`src/rtl/mem_fill_arbiter_pkg.sv`:
```
// Shared constants and state type for the memory fill arbiter.
package mem_arb_pkg;

  localparam int WORDS_PER_BLOCK = 8;
  localparam int ADDR_W          = 16;
  localparam int DATA_W          = 16;
  localparam int IDX_W           = $clog2(WORDS_PER_BLOCK);

  // Byte offset within a block: WPB words of 2 bytes each.
  localparam logic [ADDR_W-1:0] BLK_OFFSET_MASK = ADDR_W'(2 * WORDS_PER_BLOCK - 1);

  typedef enum logic [1:0] {
    IDLE    = 2'd0,
    I_FILL  = 2'd1,
    D_FILL  = 2'd2,
    D_WRITE = 2'd3
  } arb_state_t;

endpackage

```
`src/rtl/mem_fill_arbiter_if.sv`:
```
// Cache-side and memory-side signals of the fill arbiter.
// slave = arbiter view, master = caches + memory view.
interface mem_fill_arbiter_if;
  import mem_arb_pkg::*;

  logic              i_req;
  logic [ADDR_W-1:0] i_addr;
  logic              i_grant;
  logic              i_data_valid;
  logic              i_done;
  logic              d_req;
  logic              d_wr;
  logic [ADDR_W-1:0] d_addr;
  logic [DATA_W-1:0] d_wdata;
  logic              d_grant;
  logic              d_data_valid;
  logic              d_done;
  logic [IDX_W-1:0]  word_idx;
  logic [DATA_W-1:0] rdata;
  logic              mem_en;
  logic              mem_wr;
  logic [ADDR_W-1:0] mem_addr;
  logic [DATA_W-1:0] mem_wdata;
  logic [DATA_W-1:0] mem_rdata;
  logic              mem_valid;

  modport slave (
    input  i_req, i_addr, d_req, d_wr, d_addr, d_wdata, mem_rdata, mem_valid,
    output i_grant, i_data_valid, i_done, d_grant, d_data_valid, d_done,
           word_idx, rdata, mem_en, mem_wr, mem_addr, mem_wdata
  );

  modport master (
    output i_req, i_addr, d_req, d_wr, d_addr, d_wdata, mem_rdata, mem_valid,
    input  i_grant, i_data_valid, i_done, d_grant, d_data_valid, d_done,
           word_idx, rdata, mem_en, mem_wr, mem_addr, mem_wdata
  );

endinterface

```
`src/rtl/mem_fill_arbiter_burst_ctr.sv`:
```
// Burst sequencing: issue counter drives WPB consecutive read addresses,
// receive counter tags returned words with their index.
module mem_burst_ctr
  import mem_arb_pkg::*;
(
  input  logic              clk,
  input  logic              rst,
  input  logic              start,
  input  logic              mem_valid,
  input  logic [ADDR_W-1:0] base,
  output logic [ADDR_W-1:0] addr,
  output logic              iss_active,
  output logic [IDX_W-1:0]  idx,
  output logic              last
);

  localparam logic [IDX_W-1:0] LAST_IDX = IDX_W'(WORDS_PER_BLOCK - 1);

  logic [IDX_W-1:0] iss;
  logic [IDX_W-1:0] rcv;

  // Counters restart on start; issue stops after the last address, receive
  // advances on every qualified return.
  always_ff @(posedge clk or negedge rst) begin
    if (!rst) begin
      iss        <= '0;
      rcv        <= '0;
      iss_active <= 1'b0;
    end else if (start) begin
      iss        <= '0;
      rcv        <= '0;
      iss_active <= 1'b1;
    end else begin
      if (iss_active) begin
        iss <= iss + IDX_W'(1);
        if (iss == LAST_IDX) iss_active <= 1'b0;
      end
      if (mem_valid) rcv <= rcv + IDX_W'(1);
    end
  end

  // Word address steps by 2 bytes; sum wraps modulo 2^ADDR_W.
  assign addr = base + (ADDR_W'(iss) << 1);
  assign idx  = rcv;
  assign last = mem_valid && (rcv == LAST_IDX);

endmodule

```
`src/rtl/mem_fill_arbiter.sv`:
```
// Arbitrates I/D cache miss traffic onto one pipelined memory port.
// Fixed priority D > I, non-preemptive, one idle cycle between transactions.
module mem_fill_arbiter
  import mem_arb_pkg::*;
(
  input  logic               clk,
  input  logic               rst,
  mem_fill_arbiter_if.slave  bus
);

  arb_state_t        state, state_nxt;
  logic [ADDR_W-1:0] base;
  logic [DATA_W-1:0] wdata_q;
  logic              fill;
  logic              valid_in;
  logic              start;
  logic [ADDR_W-1:0] burst_addr;
  logic              iss_active;
  logic [IDX_W-1:0]  idx;
  logic              last;

  assign fill     = (state == I_FILL) || (state == D_FILL);
  // Returns outside a fill (idle, write, post-reset stragglers) are dropped here.
  assign valid_in = fill && bus.mem_valid;
  assign start    = (state == IDLE) && (bus.d_req ? !bus.d_wr : bus.i_req);

  mem_burst_ctr u_ctr (
    .clk        (clk),
    .rst        (rst),
    .start      (start),
    .mem_valid  (valid_in),
    .base       (base),
    .addr       (burst_addr),
    .iss_active (iss_active),
    .idx        (idx),
    .last       (last)
  );

  // State register and transaction latch, captured while arbitrating in IDLE.
  always_ff @(posedge clk or negedge rst) begin
    if (!rst) begin
      state   <= IDLE;
      base    <= '0;
      wdata_q <= '0;
    end else begin
      state <= state_nxt;
      if (state == IDLE) begin
        if (bus.d_req) begin
          base    <= bus.d_wr ? bus.d_addr : (bus.d_addr & ~BLK_OFFSET_MASK);
          wdata_q <= bus.d_wdata;
        end else if (bus.i_req) begin
          base <= bus.i_addr & ~BLK_OFFSET_MASK;
        end
      end
    end
  end

  // Next state and output steering; everything idles at 0.
  always_comb begin
    state_nxt        = state;
    bus.i_grant      = 1'b0;
    bus.i_data_valid = 1'b0;
    bus.i_done       = 1'b0;
    bus.d_grant      = 1'b0;
    bus.d_data_valid = 1'b0;
    bus.d_done       = 1'b0;
    bus.word_idx     = '0;
    bus.rdata        = '0;
    bus.mem_en       = 1'b0;
    bus.mem_wr       = 1'b0;
    bus.mem_addr     = '0;
    bus.mem_wdata    = '0;
    case (state)
      IDLE: begin
        if (bus.d_req)      state_nxt = bus.d_wr ? D_WRITE : D_FILL;
        else if (bus.i_req) state_nxt = I_FILL;
      end
      I_FILL, D_FILL: begin
        bus.mem_en = iss_active;
        if (iss_active) bus.mem_addr = burst_addr;
        if (valid_in) begin
          bus.rdata    = bus.mem_rdata;
          bus.word_idx = idx;
        end
        if (state == I_FILL) begin
          bus.i_grant      = 1'b1;
          bus.i_data_valid = valid_in;
          bus.i_done       = last;
        end else begin
          bus.d_grant      = 1'b1;
          bus.d_data_valid = valid_in;
          bus.d_done       = last;
        end
        if (last) state_nxt = IDLE;
      end
      D_WRITE: begin
        bus.d_grant   = 1'b1;
        bus.d_done    = 1'b1;
        bus.mem_en    = 1'b1;
        bus.mem_wr    = 1'b1;
        bus.mem_addr  = base;
        bus.mem_wdata = wdata_q;
        state_nxt     = IDLE;
      end
      default: state_nxt = IDLE;
    endcase
  end

endmodule

```
`src/flat_wrapper.sv`:
```
// flat-port wrapper written by rule: the top's interface ports become plain ports
module mem_fill_arbiter_flat import mem_arb_pkg::*;
  (clk, rst, bus_i_req, bus_i_addr, bus_d_req, bus_d_wr, bus_d_addr, bus_d_wdata, bus_mem_rdata, bus_mem_valid, bus_i_grant, bus_i_data_valid, bus_i_done, bus_d_grant, bus_d_data_valid, bus_d_done, bus_word_idx, bus_rdata, bus_mem_en, bus_mem_wr, bus_mem_addr, bus_mem_wdata);
  mem_fill_arbiter_if bus_i ();
  input  logic clk;
  input  logic rst;
  input wire logic [$bits(bus_i.i_req)-1:0] bus_i_req;
  input wire logic [$bits(bus_i.i_addr)-1:0] bus_i_addr;
  input wire logic [$bits(bus_i.d_req)-1:0] bus_d_req;
  input wire logic [$bits(bus_i.d_wr)-1:0] bus_d_wr;
  input wire logic [$bits(bus_i.d_addr)-1:0] bus_d_addr;
  input wire logic [$bits(bus_i.d_wdata)-1:0] bus_d_wdata;
  input wire logic [$bits(bus_i.mem_rdata)-1:0] bus_mem_rdata;
  input wire logic [$bits(bus_i.mem_valid)-1:0] bus_mem_valid;
  output wire logic [$bits(bus_i.i_grant)-1:0] bus_i_grant;
  output wire logic [$bits(bus_i.i_data_valid)-1:0] bus_i_data_valid;
  output wire logic [$bits(bus_i.i_done)-1:0] bus_i_done;
  output wire logic [$bits(bus_i.d_grant)-1:0] bus_d_grant;
  output wire logic [$bits(bus_i.d_data_valid)-1:0] bus_d_data_valid;
  output wire logic [$bits(bus_i.d_done)-1:0] bus_d_done;
  output wire logic [$bits(bus_i.word_idx)-1:0] bus_word_idx;
  output wire logic [$bits(bus_i.rdata)-1:0] bus_rdata;
  output wire logic [$bits(bus_i.mem_en)-1:0] bus_mem_en;
  output wire logic [$bits(bus_i.mem_wr)-1:0] bus_mem_wr;
  output wire logic [$bits(bus_i.mem_addr)-1:0] bus_mem_addr;
  output wire logic [$bits(bus_i.mem_wdata)-1:0] bus_mem_wdata;
  assign bus_i.i_req = bus_i_req;
  assign bus_i.i_addr = bus_i_addr;
  assign bus_i.d_req = bus_d_req;
  assign bus_i.d_wr = bus_d_wr;
  assign bus_i.d_addr = bus_d_addr;
  assign bus_i.d_wdata = bus_d_wdata;
  assign bus_i.mem_rdata = bus_mem_rdata;
  assign bus_i.mem_valid = bus_mem_valid;
  assign bus_i_grant = bus_i.i_grant;
  assign bus_i_data_valid = bus_i.i_data_valid;
  assign bus_i_done = bus_i.i_done;
  assign bus_d_grant = bus_i.d_grant;
  assign bus_d_data_valid = bus_i.d_data_valid;
  assign bus_d_done = bus_i.d_done;
  assign bus_word_idx = bus_i.word_idx;
  assign bus_rdata = bus_i.rdata;
  assign bus_mem_en = bus_i.mem_en;
  assign bus_mem_wr = bus_i.mem_wr;
  assign bus_mem_addr = bus_i.mem_addr;
  assign bus_mem_wdata = bus_i.mem_wdata;
  mem_fill_arbiter u_core (.clk(clk), .rst(rst), .bus(bus_i));
endmodule
```
`config.mk`:
```
export PLATFORM = sky130hd
export DESIGN_NAME = mem_fill_arbiter_flat
export DESIGN_NICKNAME = d
export VERILOG_FILES = /design/src/rtl/mem_fill_arbiter_pkg.sv /design/src/rtl/mem_fill_arbiter_if.sv /design/src/rtl/mem_fill_arbiter_burst_ctr.sv /design/src/rtl/mem_fill_arbiter.sv /design/src/flat_wrapper.sv
export SDC_FILE = /design/constraint.sdc
export NUM_CORES = 1
export LEC_CHECK = 0
export BUFFER_PORTS_ARGS = -buffer_cell sky130_fd_sc_hd__buf_2
export CAP_MARGIN = 20
export CORE_ASPECT_RATIO = 1.4
export CORE_UTILIZATION = 45
export CTS_BUF_LIST = sky130_fd_sc_hd__clkbuf_4
export DETAILED_ROUTE_END_ITERATION = 6
export PLACE_DENSITY = 0.82
export SLEW_MARGIN = 20
export SYNTH_ARGS = -nofsm -noshare
export SYNTH_HDL_FRONTEND = slang
export SYNTH_HIERARCHICAL = 1
export SYNTH_SLANG_ARGS = --single-unit
```
`constraint.sdc`:
```
create_clock -name clk -period 2 [get_ports clk]
set_clock_uncertainty 0.1 [all_clocks]
set_input_delay 0.1 -clock clk [delete_from_list [all_inputs] [get_ports clk]]
set_output_delay 0.1 -clock clk [all_outputs]
set_load 0.1 [all_outputs]
```
==> reports/metrics.cfg, run 1 <==
[run_status]
status=stopped before the end
lastStage=global routing (5_1_grt)
error=[ERROR GRT-0232] Routing congestion too high. Check the congestion heatmap in the GUI.

[yosys]
syn_avg_cell_area_um2=9.57
synth.distinct_cells=32
synth_cells=279
ys_ff_latch=41
ys_async_sr_fraction_pct=100
synth_xor_area_share_pct=4.92
synth_top_family_by_area=simple AND/OR/NAND/NOR gates
muxShareOfSynthArea_pct=13.5
ys_seq_area_share_pct=38.4
synth_fp_nets=364
synth_compound_area_share_pct=10.1
netlist_area_um2=2670
yosys_warnings=6
synth-simple-area-share_pct=21.8
synthAdderAreaFrac_pct=7.31
synth_edf_count=0
synth_ff_type=dfrtp_1

[clock_tree]
h-tree-depth=2
cts.sinks=41
cts-root-buf=clkbuf_4
clockBufferDepth=2
numCtsBuffers=5

[sta]
endpoint_type=primary output
crit_endpoint=bus_mem_addr[11]

[floorplan]
initial_core_util_pct=47.6
io-pin-count=129
die_x_um=67.1
die_h_um=93.1
rows=32

[global_route]
grt-ovfl-total=45
antenna_found_initial=3
grt_max_degree=40
track_usage_pct=75.5

[place]
place_congestion=0.842
dp.final_hpwl_mm=6.13
port_buffers=124
place_area_um2=4510
dp_cells=474

-- per-stage QoR --
stage          setup slack (ns)  TNS, ns
4_1_cts                  -0.470    -5.69
3_5_place_dp             -0.138    -1.68
2_1_floorplan            -0.179    -1.77
3_3_place_gp            -0.0679   -0.624
-- per-layer routing --
metal / GRT overflow / global-route usage, %
met1: 0 / 75.2
met4: 16 / 83.3
met5: 0 / 0
met3: 0 / 53.3
met2: 29 / 93.8
-- cell usage after synthesis, types with 2 or more instances --
master | count | share of area [%]
dfrtp_1 | 41 | 38
nor2_1 | 30 | 4.2
and2_1 | 22 | 5.2
and3_1 | 21 | 4.9
nand2_1 | 20 | 2.8
mux2i_1 | 18 | 6.8
o21ai_0 | 17 | 3.2
a22oi_1 | 16 | 4.5
mux2_2 | 16 | 6.8
ha_1 | 14 | 6.6
clkbuf_1 | 9 | 1.3
xor2_1 | 8 | 2.6
buf_2 | 7 | 1.3
nand3_1 | 7 | 1.3
xnor2_1 | 7 | 2.3
inv_1 | 5 | 0.70
nor3b_2 | 3 | 1.4
a21o_1 | 2 | 0.56
a21oi_2 | 2 | 0.66
buf_4 | 2 | 0.56
-- cell families after synthesis --
| logic type | after synthesis |
|---|---|
| flip-flops | 41 |
| multiplexers | 34 |
| AND/OR/NAND/NOR | 110 |
| adder cells (fa/ha/maj) | 15 |
| XOR/XNOR | 15 |
| AO/OA/AOI/OAI | 41 |
| buffers and inverters | 23 |
-- timing repair --
action	4_1_cts
endpoints found under the hold margin	67
endpoints found under the setup margin	22
pin swaps	22
setup buffers	11
gates resized for setup	35
hold buffers	42
gates cloned	2
==> run 2, diff against run 1 <==
Settings changed: CORE_ASPECT_RATIO 1.4 to not set, CORE_UTILIZATION 45 to 30, CTS_BUF_LIST sky130_fd_sc_hd__clkbuf_4 to not set, PLACE_DENSITY 0.82 to not set, PLACE_DENSITY_LB_ADDON set to 0.15.
==> run 2 against run 1 <==
The flow now finishes, with violations (negative hold slack, negative setup slack). Area after synthesis unchanged. Synthesized cell count unchanged.
==> reports/metrics.cfg, run 2 <==
[yosys]
netlist_area_um2=2670  ; unchanged
synth.largest_area_cell=dfrtp_1  ; unchanged
synth.most_common_cell=dfrtp_1  ; unchanged
synth_top_cells_by_count=dfrtp_1 (41), nor2_1 (30), and2_1 (22)  ; unchanged
synth.top_cells.by_area=dfrtp_1 (38%), mux2i_1 (6.8%), mux2_2 (6.8%)  ; unchanged
syn_avg_cell_area_um2=9.57  ; unchanged
yosys_warnings=6  ; unchanged
synth_top_area_share_pct=38.4  ; unchanged
ys_ff_latch=41  ; unchanged
synth.distinct_cells=32  ; unchanged
synth_fp_nets=364  ; unchanged
ys_async_sr_fraction_pct=100  ; unchanged
ys_seq_area_share_pct=38.4  ; unchanged
synth_ff_type=dfrtp_1  ; unchanged
synth_edf_count=0  ; unchanged
synth_cells=279  ; unchanged

[detailed_routing]
drt-met1-wl_mm=3.49
wirelength_mm=7.83
viasPerCell=4.58
postRouteAntennaNets=0
wl_met2_mm=3.81
drc=0
drt_iter0_drc=50
met3_length_um=464
top_layer=met4
wl_per_cell_um=13.8
first_pass_iters=4
route.vias.total=2605

[min_path]
min_path_type=input pin to flip-flop
whs_path_depth=3
min_from=bus_i_addr[8]
holdPathEnd=u_core/base[8]$_DFFE_PN0P_

[finish]
final_common_cell=buf_2
drive_above_1_share_pct=57.0
antenna-diode-count=0
final_cell_area_um2=5260
final-seq-area_um2=1030
multi_input_comb_area_um2=1880
nNetsFinal=546
reg_top3=u_core/base x16, u_core/wdata_q x16
nFillCells=755
final_cell_mix=buf_2 (68), buf_12 (57), dfrtp_1 (40)
area_delta_synth_final_pct=97.2

[sta]
max_freq_mhz=423
period_minus_slack_ns=2.37
tightest_slew_ns=0.498
finalSetupTns_ns=-4.49
maxSlewViolCount=0
hold_viol_final=1
finalCritPeriodShare_pct=118
hold_ws_ns=-0.00110
relSlewSlack_pct=67.0
finalWorstSetupSlack_ns=-0.367
rsz0062_at_grt=true
setup-violations-final=14

[global_route]
grt_first_pass_wirelength_mm=12.2
antenna_found_initial=0
grt_pass1_vias=2621
grt_max_degree=30
track_usage_pct=17.2
grt-ovfl-total=0

[place]
dp.final_hpwl_mm=5.50  ; was 6.13 mm
place_congestion=0.770  ; was 0.842
place_area_um2=4560  ; was 4510 um2
port_buffers=124  ; unchanged

[run_status]
violations=negative hold slack, negative setup slack
status=complete, but fails checks  ; was stopped before the end

[floorplan]
dieArea_um2=9280
initial_core_util_pct=30.8  ; was 47.6%
io-pin-count=129  ; unchanged
core_um2=8680
die_x_um=96.3  ; was 67.1 um
die_h_um=96.3  ; was 93.1 um
rows=34  ; was 32

[job]
max_cap_violations=0

[worst_setup_path]
end_kind=primary output
rr_worst_depth=5
rrSetupSlack_ns=0.24
critPathRequiredTime_ns=1.80
crit_type=flip-flop to primary output
critPathArrivalTime_ns=2.17
rr_endpoint=u_core/wdata_q[4]$_DFFE_PN0P_
r2r-start=u_core/state[0]$_DFFE_PN0P_
worstSetupStartpointType=flip-flop
crit_fanout=4

[clock_tree]
h-tree-depth=2  ; unchanged
clockBufferDepth=2  ; unchanged
cts.clk_slew.worst_paths_ns=0.09
clk_latency_ns=0.30
cts-root-buf=clkbuf_8  ; was clkbuf_4
numCtsBuffers=5  ; unchanged
cts.sinks=41  ; unchanged
cts_tree=done

[power_and_ir_drop]
ir_worst_vdd_v=0.00101
finalPower_uw=9450
power_density_nw_per_um2=1800
p_leak_uw=0.00242

run 2: power by group:
group	leakage [uW]	internal, uW	total (uW)	switching, uW
clock network	0.0000540	363	655	292
logic	0.00186	2800	7300	4500
registers	0.000500	1220	1500	285
run 2: per-stage QoR:
stage | setup WS (ns) | instances | utilization [%]
3_5_place_dp | -0.103 | 516 | 52.5
2_1_floorplan | -0.179 | 279 | -
4_1_cts | -0.395 | 562 | 59.1
6_report | -0.367 | 569 | 60.6
3_3_place_gp | -0.0677 | 516 | 52.5
5_1_grt | -0.477 | 569 | 60.6
run 2: critical path, stage by stage, from the launching register on:
cell and delay, ns:
dfrtp_1 0.41, buf_4 0.15, fa_2 0.41, a21oi_4 0.20
nor3_4 0.08, nand3_1 0.10, xnor2_1 0.13, a22oi_2 0.09
nor2_4 0.12, buf_12 0.18
run 2: cell type report:
class	count	share of cell area [%]
multi-input cells	215	35.6
inverters	5	0.357
clock inverters	2	0.666
well taps	108	2.57
clock buffers	5	1.31
flip-flops and latches	41	19.5
repair buffers	193	39.9
run 2: logic make-up after synthesis:
| group | share of synthesized area (%) |
|---|---|
| AOI/OAI and AO/OA | 10.1 |
| xor gates and xnor gates | 4.92 |
| buffers and inverters | 3.84 |
| DFF | 38.4 |
| muxes | 13.5 |
| and+or+nand+nor | 21.8 |
| adders and majority gates | 7.31 |
run 2: what timing repair did:
action	4_1_cts	5_1_grt
buffers inserted	6	5
resized for setup	18	12
setup endpoints to repair	25	34
endpoints found under the hold margin	39	1
gates cloned	0	1
hold buffers	33	1
pin swaps	17	23
run 2: layer usage:
| metal | vias up | GRT usage (%) |
|---|---|---|
| li1 | 1327 | - |
| met1 | 1213 | 22.0 |
| met2 | 59 | 28.2 |
| met3 | 6 | 6.00 |
| met4 | 0 | 3.19 |
| met5 | - | 0 |
run 2: worst max path at each step:
stage / from / endpoint / slack, ns
after floorplan: u_core/state[1]$_DFFE_PN0P_ / bus_mem_addr[0] / -0.18
after global placement: u_core/base[2]$_DFFE_PN0P_ / bus_mem_addr[14] / -0.07
after detailed placement: u_core/base[1]$_DFFE_PN0P_ / bus_mem_addr[13] / -0.10
after CTS: u_core/u_ctr/iss[0]$_DFFE_PN0P_ / bus_mem_addr[15] / -0.39
after global routing: u_core/base[2]$_DFFE_PN0P_ / bus_mem_addr[15] / -0.48
final: u_core/base[2]$_DFFE_PN0P_ / bus_mem_addr[15] / -0.37
Note: power is estimated with default switching activity, not from simulation.
==> run 3, diff against run 2 <==
Settings changed: BUFFER_PORTS_ARGS -buffer_cell sky130_fd_sc_hd__buf_2 to not set, DONT_BUFFER_PORTS set to 1.
==> run 3 against run 2 <==
The flow finishes with violations (negative setup slack). Core utilization fell by 0.29 points. Final area fell by 0.48%. Die area unchanged. Clock-buffer cell count is the same. Largest power group unchanged.
==> reports/metrics.cfg, run 3 (synthesis results as in run 2) <==
[floorplan]
rows=34  ; unchanged
io-pin-count=129  ; unchanged
die_h_um=96.3  ; unchanged
initial_core_util_pct=30.8  ; unchanged
dieArea_um2=9280  ; unchanged
die_x_um=96.3  ; unchanged
core_um2=8680  ; unchanged

[sta]
finalCritPeriodShare_pct=118  ; about the same
setup-violations-final=14  ; unchanged
finalSetupTns_ns=-4.16  ; was -4.49 ns
maxSlewViolCount=0  ; unchanged
hold_viol_final=0  ; was 1
rsz0062_at_grt=true  ; unchanged
period_minus_slack_ns=2.36  ; was 2.37 ns
finalWorstSetupSlack_ns=-0.356  ; was -0.367 ns
relSlewSlack_pct=28.6  ; was 67.0%
max_freq_mhz=425  ; was 423 MHz
tightest_slew_ns=1.07  ; was 0.498 ns

[finish]
nFillCells=728  ; was 755
nNetsFinal=493  ; was 546
final_cell_area_um2=5240  ; was 5260 um2
reg_top3=u_core/base x16, u_core/wdata_q x16  ; unchanged
area_delta_synth_final_pct=96.2  ; was 97.2%
final_common_cell=buf_12  ; was buf_2
layout.cells.non_filler=517  ; was 569
antenna-diode-count=0  ; unchanged
final_cell_mix=buf_12 (61), dlygate4sd3_1 (47), dfrtp_1 (40)  ; was buf_2 (68), buf_12 (57), dfrtp_1 (40)
utilization_pct=60.4  ; was 60.6%
drive_above_1_share_pct=50.6  ; was 57.0%

[place]
place_congestion=0.742  ; was 0.770
dp.final_hpwl_mm=5.14  ; was 5.50 mm
dp_cells=446  ; was 516
port_buffers=0  ; was 124
place_area_um2=4230  ; was 4560 um2

[run_status]
violations=negative setup slack  ; was negative hold slack, negative setup slack
status=complete, but fails checks  ; unchanged

[detailed_routing]
wirelength_mm=8.02  ; was 7.83 mm
drt_iter0_drc=61  ; was 50
postRouteAntennaNets=0  ; unchanged
viasPerCell=4.80  ; was 4.58
first_pass_iters=7  ; was 4
route.vias.total=2483  ; was 2605
drc=0  ; unchanged
wl_per_cell_um=15.5  ; was 13.8 um

[global_route]
grt_first_pass_wirelength_mm=12.2  ; about the same
grt-ovfl-total=0  ; unchanged
grt_max_degree=42  ; was 30
track_usage_pct=17.3  ; was 17.2%
grt_pass1_vias=2474  ; was 2621
antenna_found_initial=0  ; unchanged

[clock_tree]
cts.sinks=41  ; unchanged
h-tree-depth=2  ; unchanged
numCtsBuffers=5  ; unchanged
cts.clk_slew.worst_paths_ns=0.08  ; was 0.09 ns
cts-root-buf=clkbuf_8  ; unchanged
clockBufferDepth=2  ; unchanged
clk_latency_ns=0.29  ; was 0.30 ns
cts_tree=done  ; unchanged

[power_and_ir_drop]
power_density_nw_per_um2=1890  ; was 1800 nW/um2
p_leak_uw=0.00230  ; was 0.00242 uW
ir_worst_vdd_v=0.000899  ; was 0.00101 V

[worst_setup_path]
critPathRequiredTime_ns=1.80  ; about the same
critPathArrivalTime_ns=2.16  ; was 2.17 ns
worstSetupStartpointType=flip-flop  ; unchanged
crit_type=flip-flop to primary output  ; unchanged
crit_fanout=4  ; unchanged
end_kind=primary output  ; unchanged

[min_path]
min_path_type=input pin to flip-flop  ; unchanged

[job]
max_cap_violations=0  ; unchanged

[run 3: report_power, final]
group | internal, uW | switching, uW | total (uW) | leakage (uW)
clock | 496 | 298 | 794 | 0.0000681
sequential | 1220 | 317 | 1530 | 0.000500
combinational | 2980 | 4570 | 7550 | 0.00173
[run 3: layer usage]
metal / share of wire (%) / wire length, um / global-route usage (%) / vias to the layer above
met1: 41 / 3310 / 21.6 / 1210
li1: - / - / - / 1213
met4: 0.52 / 42 / 3.92 / 0
met5: 0 / 0 / 0 / -
met3: 6.0 / 480 / 5.45 / 4
met2: 52 / 4190 / 29.1 / 56
[run 3: what timing repair did]
action,CTS,global route
gates resized for setup,22,19
hold endpoints to repair,75,0
buffers inserted,7,6
pin swaps,10,13
hold buffers,48,0
setup endpoints to repair,19,32
gates cloned,0,2
[run 3: critical path, stage by stage (launching register included)]
cell and delay, ns:
dfrtp_1 0.39, ha_2 0.21, fa_2 0.38, a21oi_4 0.19, nor3_4 0.08, xor2_1 0.21
a22oi_2 0.11, nor2_4 0.12, buf_12 0.18
[run 3: layout make-up]
type / instances / area [um2] / share of cell area (%)
Timing Repair Buffer: 140 / 1970 / 37.7
Clock inverter: 3 / 65.1 / 1.24
Clock buffer: 5 / 68.8 / 1.31
Inverter: 5 / 18.8 / 0.358
Multi-Input combinational cell: 215 / 1950 / 37.2
Tap cell: 108 / 135 / 2.58
Sequential cell: 41 / 1030 / 19.6
[run 3: worst paths after layout]
path	startpoint	endpoint	slack [ns]	cells past startpoint
worst max-delay path	u_core/u_ctr/iss[0]$_DFFE_PN0P_	bus_mem_addr[9]	-0.36	8
worst min-delay path	bus_d_req	u_core/u_ctr/idx[0]$_DFFE_PN0P_	0.04	3
worst max register to register	u_core/state[0]$_DFFE_PN0P_	u_core/wdata_q[2]$_DFFE_PN0P_	0.23	5
worst min register to register	u_core/wdata_q[4]$_DFFE_PN0P_	u_core/wdata_q[4]$_DFFE_PN0P_	0.40	1
max in group asynchronous	rst	u_core/state[0]$_DFFE_PN0P_	1.40	2
min in group asynchronous	rst	u_core/wdata_q[5]$_DFFE_PN0P_	0.16	2
[run 3: stage by stage]
step / hold slack (ns) / total power (uW) / setup slack (ns)
floorplan: -0.296 / 6050 / -0.179
global placement: -0.295 / 8120 / -0.0938
detailed placement: -0.295 / 8200 / -0.125
CTS: 0.0294 / 9440 / -0.373
global route: 0.0473 / 10400 / -0.446
finish: 0.0394 / 9880 / -0.356
